[config.mk]
export PLATFORM = sky130hd
export DESIGN_NAME = param_stream_loader
export DESIGN_NICKNAME = d
export VERILOG_FILES = /design/src/rtl/param_stream_loader.sv
export SDC_FILE = /design/constraint.sdc
export NUM_CORES = 1
export LEC_CHECK = 0
export BUFFER_PORTS_ARGS = -buffer_cell sky130_fd_sc_hd__buf_4
export CAP_MARGIN = 25
export CELL_PAD_IN_SITES_DETAIL_PLACEMENT = 0
export CELL_PAD_IN_SITES_GLOBAL_PLACEMENT = 1
export CORE_MARGIN = 8
export CORE_UTILIZATION = 55
export CTS_CLUSTER_DIAMETER = 30
export DETAILED_ROUTE_END_ITERATION = 8
export GPL_TIMING_DRIVEN = 0
export PLACE_DENSITY_LB_ADDON = 0.1
export REMOVE_ABC_BUFFERS = 1
export SLEW_MARGIN = 20
export SYNTH_ARGS = -nofsm -noshare
export SYNTH_HDL_FRONTEND = slang
export SYNTH_SLANG_ARGS = --single-unit
export TNS_END_PERCENT = 100
[constraint.sdc]
create_clock -name clk -period 7.1 [get_ports clk]
set_clock_uncertainty 0.2 [all_clocks]
set_input_delay 2.13 -clock clk [delete_from_list [all_inputs] [get_ports clk]]
set_output_delay 2.13 -clock clk [all_outputs]
set_load 0.02 [all_outputs]
[src/rtl/param_stream_loader.sv]
// param_stream_loader: accepts one tensor over a valid/ready stream into an
// internal RAM, then replays it cyclically on a backpressured output stream.
// A reload pulse returns to loading at any time without resynthesis.
module param_stream_loader #(
    parameter int PRECISION_0       = 16,
    parameter int PRECISION_1       = 3,
    parameter int TENSOR_SIZE_DIM_0 = 32,
    parameter int PARALLELISM_DIM_0 = 1,
    parameter int DEPTH             = TENSOR_SIZE_DIM_0 / PARALLELISM_DIM_0,
    parameter int FIFO_DEPTH        = 4
) (
    input  logic                   clk,
    input  logic                   rst,
    input  logic                   reload,
    input  logic [PRECISION_0-1:0] data_in [PARALLELISM_DIM_0],
    input  logic                   data_in_valid,
    output logic                   data_in_ready,
    output logic                   load_done,
    output logic [PRECISION_0-1:0] data_out [PARALLELISM_DIM_0],
    output logic                   data_out_valid,
    input  logic                   data_out_ready
);

    localparam int WORD_W = PRECISION_0 * PARALLELISM_DIM_0;
    localparam int AW     = (DEPTH > 1) ? $clog2(DEPTH) : 1;
    localparam int FW     = $clog2(FIFO_DEPTH);
    localparam int CW     = $clog2(FIFO_DEPTH + 1) + 1;

    // Fractional bits are carried for documentation only; reject nonsense at elaboration.
    if (DEPTH < 2 || FIFO_DEPTH < 4 || PRECISION_1 > PRECISION_0) begin : g_bad_params
        $error("param_stream_loader: illegal parameter combination");
    end

    typedef enum logic {LOAD, SERVE} state_t;
    state_t state, state_next;

    logic [AW-1:0]     wr_ptr, rd_ptr;
    logic [WORD_W-1:0] ram [DEPTH];
    logic [WORD_W-1:0] word_in;
    logic [WORD_W-1:0] rd_data_p0, rd_data_p1;
    logic              vld_p0, vld_p1;
    logic [WORD_W-1:0] fifo_mem [FIFO_DEPTH];
    logic [FW-1:0]     fifo_head, fifo_tail;
    logic [CW-1:0]     fifo_count, occupancy;
    logic              in_fire, last_beat, rd_issue, fifo_push, fifo_pop;

    // Ready depends only on state, reload and reset so the source never sees a loop.
    assign data_in_ready  = !rst && !reload && (state == LOAD);
    assign in_fire        = data_in_valid && data_in_ready;
    assign last_beat      = in_fire && (wr_ptr == AW'(DEPTH - 1));
    // Credit rule: FIFO entries plus reads still in the RAM pipeline never exceed FIFO_DEPTH.
    assign occupancy      = fifo_count + CW'(vld_p0) + CW'(vld_p1);
    assign rd_issue       = (state == SERVE) && (occupancy < CW'(FIFO_DEPTH));
    assign fifo_push      = vld_p1;
    assign data_out_valid = (fifo_count != '0);
    assign fifo_pop       = data_out_valid && data_out_ready;

    // Pack the input elements into one RAM word, element j at bits [PRECISION_0*j +: PRECISION_0].
    always_comb begin
        word_in = '0;
        for (int j = 0; j < PARALLELISM_DIM_0; j++) begin
            word_in[PRECISION_0*j +: PRECISION_0] = data_in[j];
        end
    end

    // Unpack the show-ahead FIFO head onto the output elements.
    always_comb begin
        for (int j = 0; j < PARALLELISM_DIM_0; j++) begin
            data_out[j] = fifo_mem[fifo_head][PRECISION_0*j +: PRECISION_0];
        end
    end

    // State register.
    always_ff @(posedge clk) begin
        if (rst) state <= LOAD;
        else     state <= state_next;
    end

    // Next state: reload always wins; the final load beat enters SERVE.
    always_comb begin
        state_next = state;
        if (reload)                           state_next = LOAD;
        else if (state == LOAD && last_beat)  state_next = SERVE;
    end

    // Control: write/read pointers, load_done and the read-pipeline valid tags.
    always_ff @(posedge clk) begin
        if (rst) begin
            wr_ptr    <= '0;
            rd_ptr    <= '0;
            load_done <= 1'b0;
            vld_p0    <= 1'b0;
            vld_p1    <= 1'b0;
        end else if (reload) begin
            wr_ptr    <= '0;
            load_done <= 1'b0;
            vld_p0    <= 1'b0;
            vld_p1    <= 1'b0;
        end else begin
            if (last_beat) begin
                wr_ptr    <= '0;
                rd_ptr    <= '0;
                load_done <= 1'b1;
            end else if (in_fire) begin
                wr_ptr <= wr_ptr + AW'(1);
            end else if (rd_issue) begin
                rd_ptr <= (rd_ptr == AW'(DEPTH - 1)) ? '0 : rd_ptr + AW'(1);
            end
            vld_p0 <= rd_issue;
            vld_p1 <= vld_p0;
        end
    end

    // Datapath: RAM write, two-stage registered read and FIFO storage (no reset on data).
    always_ff @(posedge clk) begin
        if (in_fire) ram[wr_ptr] <= word_in;
        rd_data_p0 <= ram[rd_ptr];
        rd_data_p1 <= rd_data_p0;
        if (fifo_push) fifo_mem[fifo_tail] <= rd_data_p1;
    end

    // FIFO pointers and occupancy; reload flushes everything buffered.
    always_ff @(posedge clk) begin
        if (rst || reload) begin
            fifo_head  <= '0;
            fifo_tail  <= '0;
            fifo_count <= '0;
        end else begin
            if (fifo_push) fifo_tail <= (fifo_tail == FW'(FIFO_DEPTH - 1)) ? '0 : fifo_tail + FW'(1);
            if (fifo_pop)  fifo_head <= (fifo_head == FW'(FIFO_DEPTH - 1)) ? '0 : fifo_head + FW'(1);
            fifo_count <= fifo_count + CW'(fifo_push) - CW'(fifo_pop);
        end
    end

endmodule

==> results of run 1 <==
-- path summary, 6_finish.rpt --
kind,from,slack (ns),endpoint
worst max-delay path,reload,1.74,data_in_ready
worst min-delay path,rd_data_p0[7]$_DFF_P_,0.12,rd_data_p1[7]$_DFF_P_
worst min register to register,rd_data_p0[7]$_DFF_P_,0.12,rd_data_p1[7]$_DFF_P_
worst max register to register,state$_SDFFE_PP0P_,3.76,ram[26][3]$_DFFE_PP_
-- registers in the layout (all words and copies together), names as in the netlist, named ones only --
signal and cells:
fifo_count 4, fifo_head 2, fifo_mem 64, fifo_push 1, fifo_tail 2, load_done 1
ram 512, rd_data_p0 16, rd_data_p1 16, rd_ptr 5, state 1, vld_p0 1
wr_ptr 5
-- Yosys cell counts (2+ instances only) --
library cell  count  area, µm²
or3_1             2       12.5
edfxtp_1        576      17300
buf_1             3       11.3
inv_1            27        101
nor3_1            4       20.0
buf_6            10        113
a21oi_1           7       35.0
nand3b_1          5       37.5
o21ai_1          16       80.1
mux4_2          176       3960
or4_1             2       15.0
nor2_1           51        191
ha_1             19        238
o21ai_0           2       10.0
dfxtp_1          56       1120
buf_2             9       45.0
and3_1            3       18.8
clkbuf_1         28        105
nand3_1           5       25.0
xnor2_1           4       35.0
and2_1            8       50.1
nand2_1          29        109
a31o_1            2       17.5
a21o_1            3       22.5
-- worst max-delay path, cell delays in order --
cell	delay, ns
buf_4	0.14
or2_2	0.47
nor2_1	0.14
buf_4	0.15
-- area by class of cell --
class	instances	area, µm²	area share, %
clock buffer	130	2990	10.3
clock inverter	83	995	3.42
inverter	27	101	0.348
multi-input combinational	356	5280	18.1
sequential	632	18400	63.3
tap	585	732	2.51
timing repair buffer	52	577	1.98
-- logic make-up after synthesis --
group                      Yosys count
adders and majority gates           20
xor gates and xnor gates             5
and+or+nand+nor                    116
AOI/OAI and AO/OA                   38
muxes                              177
DFF                                632
buffers and inverters               77
-- power breakdown --
part	total (mW)	switching [mW]	internal [mW]
Combinational	0.212	0.124	0.0882
Clock	5.52	1.79	3.73
Sequential	4.10	0.0208	4.08
Total	9.83	1.93	7.90
-- through the flow --
stage / std cells / TNS (ns)
5_1_grt: 1865 / 0
6_report: 1865 / 0
3_3_place_gp: 1639 / -52.33
3_5_place_dp: 1652 / 0
4_1_cts: 1865 / 0
2_1_floorplan: 1015 / 0
-- cells in the final DEF (no fill, tap or decap), types with 2 or more instances in the layout --
master and n:
nor2_1 19, and3_1 3, mux4_2 176, nor2_2 2, o21ai_0 2, clkinv_4 7
xnor2_1 4, or4_1 2, dfxtp_2 2, inv_1 27, nand2_1 29, buf_16 5
a21o_1 3, nor2_4 30, o21ai_1 16, a31o_1 2, a21oi_1 7, and2_1 8
clkinv_2 23, clkinvlp_4 17, clkinv_1 10, buf_4 39, dfxtp_4 4, dfxtp_1 50
ha_1 19, nor3_1 4, nand3_1 5, clkbuf_16 117, bufinv_16 20, or3_1 2
clkbuf_1 12, inv_6 6, edfxtp_1 576, buf_12 6, nand3b_1 5
-- per-layer routing --
metal	vias up	wire length (µm)	track usage (%)
li1	4706	-	-
met1	5640	20200	25.9
met2	263	24500	32.8
met3	81	2340	4.66
met4	0	1020	5.93
met5	-	0	0
==> out/metrics.cfg, run 1 <==
[status]
status=completed

[critical_path]
critPathArrivalTime_ns=3.03
crit_required_ns=4.77
cp-start-kind=input pin
endpoint_kind=primary output
crit_type=in2out
cp_max_fo=15
r2r_cells=3

[timing]
fin_crit_ns=5.36
rsz0062_at_grt=false
setup_ws_ns=1.74
relSlewSlack_pct=38.2
hold_viol=0
setup_viol=0
hold_ws_ns=0.117
max_clock_freq_mhz=186
period_share_pct=75.5
worst_pin_slew_ns=0.925
drv_slew=0

[global_route]
grt.total_usage_pct=19.7
grt_max_degree=38
gr-total-overflow=0
antenna_found_initial=0
grt_pass1_vias=11400
grt_pass1_wl_um=72500

[run]
drv_cap=0

[die]
initial_core_util_pct=55.5
io_pins=40
die_area_mm2=0.0503
die_h_um=224
dieWidth_um=224
rows=76
design.core.area_mm2=0.0430

[clock_network]
cts_num_sinks=632
holdBufCountCts=0
cts_resized=0
htree_levels=3
cts_setup_buffers=0
clkTransAtPathRegs_ns=0.05
cts_tree=done
root_buffer=clkbuf_16
clkLatencyLatePin_ns=0.63
cts_buffers=114
cts_buffer_depth=3

[logic_synthesis]
ys_ff_latch=632
syn_inst=1065
synthXorXnorAreaFrac_pct=0.184
synthSimpleGateAreaFrac_pct=2.27
synth_edf_count=576
synth_ff_type=edfxtp_1
ys_seq_area_share_pct=77.2
synth_compound_area_share_pct=0.981
synth_async_sr_flop_share_pct=0
synth_adder_area_share_pct=1.08
yosys_warnings=0
synth_top_family_by_area=multiplexers
synthesis.area_mm2=0.0238
syn_area_per_cell_um2=22.4
synthMuxAreaShare_pct=16.7
synthDistinctLibCells=42

[placement]
dp_hpwl_um=26100
placed_area_mm2=0.0251
gp_congestion=0.687
dp_slack_ns=1.72
port-buffer-count=39

[routing]
vias=10700
drt_iter0_drc=879
ant_nets=0
routedWlPerCell_um=25.8
route.detailed.drc=0
drt_first_pass_iters=4
wirelength_um=48200
viasPerCell=5.73

[finish]
fin_util_pct=67.7
drive_gt1_share_pct=35.9
finalInstanceArea_mm2=0.0291
area_delta_synth_final_pct=22.1
final.fill_count=2714
nNetsFinal=1224
n_antenna_cell=0

[worst_hold_path]
hold_depth=0
worstHoldPathType=reg2reg

[power_and_ir_drop]
fin_total_pwr_mw=9.83
ir_drop_uv=227
leakagePower_nw=9.24
p_per_area_mw_per_mm2=338

(Power assumes the default switching activity.)
==> run 2: changes to the inputs <==
--- a/config.mk
+++ b/config.mk
@@ -5,12 +5,13 @@
 export SDC_FILE = /design/constraint.sdc
 export NUM_CORES = 1
 export LEC_CHECK = 0
+export ABC_AREA = 1
 export BUFFER_PORTS_ARGS = -buffer_cell sky130_fd_sc_hd__buf_4
 export CAP_MARGIN = 25
 export CELL_PAD_IN_SITES_DETAIL_PLACEMENT = 0
 export CELL_PAD_IN_SITES_GLOBAL_PLACEMENT = 1
 export CORE_MARGIN = 8
-export CORE_UTILIZATION = 55
+export CORE_UTILIZATION = 51
 export CTS_CLUSTER_DIAMETER = 30
 export DETAILED_ROUTE_END_ITERATION = 8
 export GPL_TIMING_DRIVEN = 0
==> constraint.sdc (replaced) <==
create_clock -name clk -period 5.6 [get_ports clk]
set_clock_uncertainty 0.2 [all_clocks]
set_input_delay 1.68 -clock clk [delete_from_list [all_inputs] [get_ports clk]]
set_output_delay 1.68 -clock clk [all_outputs]
set_load 0.02 [all_outputs]
==> out/metrics.cfg, run 2 <==
[power_and_ir_drop]
p_sw_mw=2.59  ; was 1.93 mW
p_int_mw=10.4  ; was 7.90 mW
fin_total_pwr_mw=13.0  ; was 9.83 mW
comb_power_share_pct=2.5  ; was 2.2%
p_seq_share_pct=39.9  ; was 41.7%
leakagePower_nw=11.2  ; was 9.24 nW
power.share.switching_pct=19.9  ; was 19.7%
ir_drop_uv=299  ; was 227 µV
clkPwrFrac_pct=57.5  ; was 56.1%
p_per_area_mw_per_mm2=426  ; was 338 mW/mm²

[clock_network]
holdBufCountCts=0  ; unchanged
cts_tree=done  ; unchanged
root_buffer=clkbuf_16  ; unchanged
htree_levels=3  ; unchanged
clkLatencyLatePin_ns=0.64  ; was 0.63 ns
cts_resized=0  ; unchanged
cts_num_sinks=632  ; unchanged
cts_buffers=121  ; was 114
cts_setup_buffers=0  ; unchanged
clkTransAtPathRegs_ns=0.05  ; about the same
cts_buffer_depth=3  ; unchanged

[status]
status=completed  ; unchanged

[critical_path]
endpoint_kind=primary output  ; unchanged
critPathArrivalTime_ns=2.52  ; was 3.03 ns
crit_required_ns=3.72  ; was 4.77 ns
cp_max_fo=32  ; was 15
cp-start-kind=flop  ; was input pin
crit_type=reg2out  ; was in2out

[timing]
rsz0062_at_grt=false  ; unchanged
fin_crit_ns=4.40
max_clock_freq_mhz=227
hold_viol=0  ; unchanged
setup_viol=0  ; unchanged
period_share_pct=78.6
drv_slew=0  ; unchanged
setup_ws_ns=1.20  ; was 1.74 ns
setup_tns_ns=0  ; unchanged
worst_pin_slew_ns=0.992  ; was 0.925 ns
relSlewSlack_pct=33.8  ; was 38.2%

[routing]
drt_iter0_drc=1209  ; was 879
ant_nets=0  ; unchanged
vias=15700  ; was 10700
drt_first_pass_iters=5  ; was 4
wirelength_um=60000  ; was 48200 µm
routedWlPerCell_um=20.9  ; was 25.8 µm
route.detailed.drc=0  ; unchanged
viasPerCell=5.47  ; was 5.73

[finish]
drive_gt1_share_pct=14.5  ; was 35.9%
final_cell_mix=576 x edfxtp_1, 565 x nand2_1, 182 x nor2_1, 144 x nand3_1, 139 x a21oi_1  ; was 576 x edfxtp_1, 176 x mux4_2, 117 x clkbuf_16, 50 x dfxtp_1, 39 x buf_4
stdcell_count=2873  ; was 1865
largest_register_ffs=512  ; unchanged
top_register=ram  ; unchanged
layout_commonest_cell=edfxtp_1  ; unchanged
nNetsFinal=2188  ; was 1224
area_delta_synth_final_pct=22.3  ; was 22.1%
finalInstanceArea_mm2=0.0306  ; was 0.0291 mm²
top_regs=ram (512), fifo_mem (64)  ; unchanged

[die]
io_pins=40  ; unchanged
rows=81  ; was 76
design.core.area_mm2=0.0486  ; was 0.0430 mm²
die_h_um=237  ; was 224 µm
dieWidth_um=237  ; was 224 µm
initial_core_util_pct=51.4  ; was 55.5%
die_area_mm2=0.0564  ; was 0.0503 mm²

[logic_synthesis]
ys_top_cells_by_area=edfxtp_1 69%, nand2_1 8.5%, dfxtp_1 4.5%, nor2_1 3.2%, nand3_1 2.9%  ; was edfxtp_1 73%, mux4_2 17%, dfxtp_1 4.7%, ha_1 1.0%, nor2_1 0.80%
syn_area_per_cell_um2=12.1  ; was 22.4 µm²
synth_top_area_share_pct=69.2  ; was 72.5%
yosysTopAreaCell=edfxtp_1  ; unchanged
ys_seq_area_share_pct=73.7  ; was 77.2%
yosys_warnings=0  ; unchanged
syn_inst=2070  ; was 1065
synth_ff_type=edfxtp_1  ; unchanged
synthDistinctLibCells=33  ; was 42
synth_async_sr_flop_share_pct=0  ; unchanged
synth.most_common_cell=edfxtp_1  ; unchanged
synthTopCellsByCount=576 x edfxtp_1, 565 x nand2_1, 212 x nor2_1  ; was 576 x edfxtp_1, 176 x mux4_2, 56 x dfxtp_1
synth_edf_count=576  ; unchanged
synthesis.area_mm2=0.0250  ; was 0.0238 mm²
ys_ff_latch=632  ; unchanged

[placement]
port-buffer-count=39  ; unchanged
dp.cells=2645  ; was 1652
dp_slack_ns=1.10  ; was 1.72 ns
placed_area_mm2=0.0262  ; was 0.0251 mm²
gp_congestion=0.798  ; was 0.687
dp_hpwl_um=33600  ; was 26100 µm

[global_route]
grt.total_usage_pct=21.3  ; was 19.7%
grt_pass1_vias=15100  ; was 11400
antenna_found_initial=0  ; unchanged
grt_max_degree=106  ; was 38
grt_pass1_wl_um=91200  ; was 72500 µm
gr-total-overflow=0  ; unchanged

[run]
drv_cap=0  ; unchanged

[worst_hold_path]
worstHoldPathType=reg2reg  ; unchanged

run 2: cell type report:
type | count | area (µm²)
Tap cell | 622 | 778
Sequential cell | 632 | 18400
Timing Repair Buffer | 72 | 856
Fill cell | 3713 | 18100
Multi-Input combinational cell | 1281 | 6000
Clock buffer | 139 | 3320
Antenna cell | 1 | 2.50
Clock inverter | 87 | 1030
Inverter | 39 | 163
run 2: path summary, 6_finish.rpt:
kind / start / to / slack (ns) / cells after the start
max: flop / data_out[12] / 1.20 / 5
min: rd_data_p0[14]$_DFF_P_ / rd_data_p1[14]$_DFF_P_ / 0.12 / 0
min reg2reg: rd_data_p0[14]$_DFF_P_ / rd_data_p1[14]$_DFF_P_ / 0.12 / 0
max reg2reg: rd_ptr[1]$_SDFFE_PP0P_ / rd_data_p0[6]$_DFF_P_ / 2.43 / 11
run 2: power groups by stage:
stage | registers, mW | logic (mW) | clock network, mW
after global routing | 5.19 | 0.373 | 7.81
final | 5.19 | 0.332 | 7.48
after global placement | 5.28 | 0.317 | 0
after floorplan | 5.28 | 0.162 | 0
after CTS | 5.20 | 0.330 | 7.58
after detailed placement | 5.28 | 0.328 | 0
run 2: metal layers:
metal,global-route usage [%],vias to the layer above,wire length [µm]
met5,0,-,0
met4,7.77,0,1290
met3,3.82,93,3920
met2,33.8,514,28400
met1,29.4,7598,26400
li1,-,7506,-
run 2: cells by family after synthesis:
family                   share of synthesized area, %
XOR/XNOR                                       0.0701
AND/OR/NAND/NOR                                  14.9
AO/OA/AOI/OAI                                    7.34
flip-flops                                       73.7
buffers and inverters                            2.98
adder cells (fa/ha/maj)                          1.03
run 2: worst max-delay path, stage by stage, from the launching register on:
cell and delay (ns):
dfxtp_1 0.42, buf_8 0.22, inv_1 0.66, o21ai_0 0.17, o22ai_1 0.20, buf_4 0.18
run 2: through the flow:
step                hold slack [ns]  utilization (%)
finish                        0.124             62.8
global route                  0.127             62.8
CTS                           0.124             62.8
detailed placement            0.112             53.9
global placement              0.110             52.4
floorplan                     0.110                -
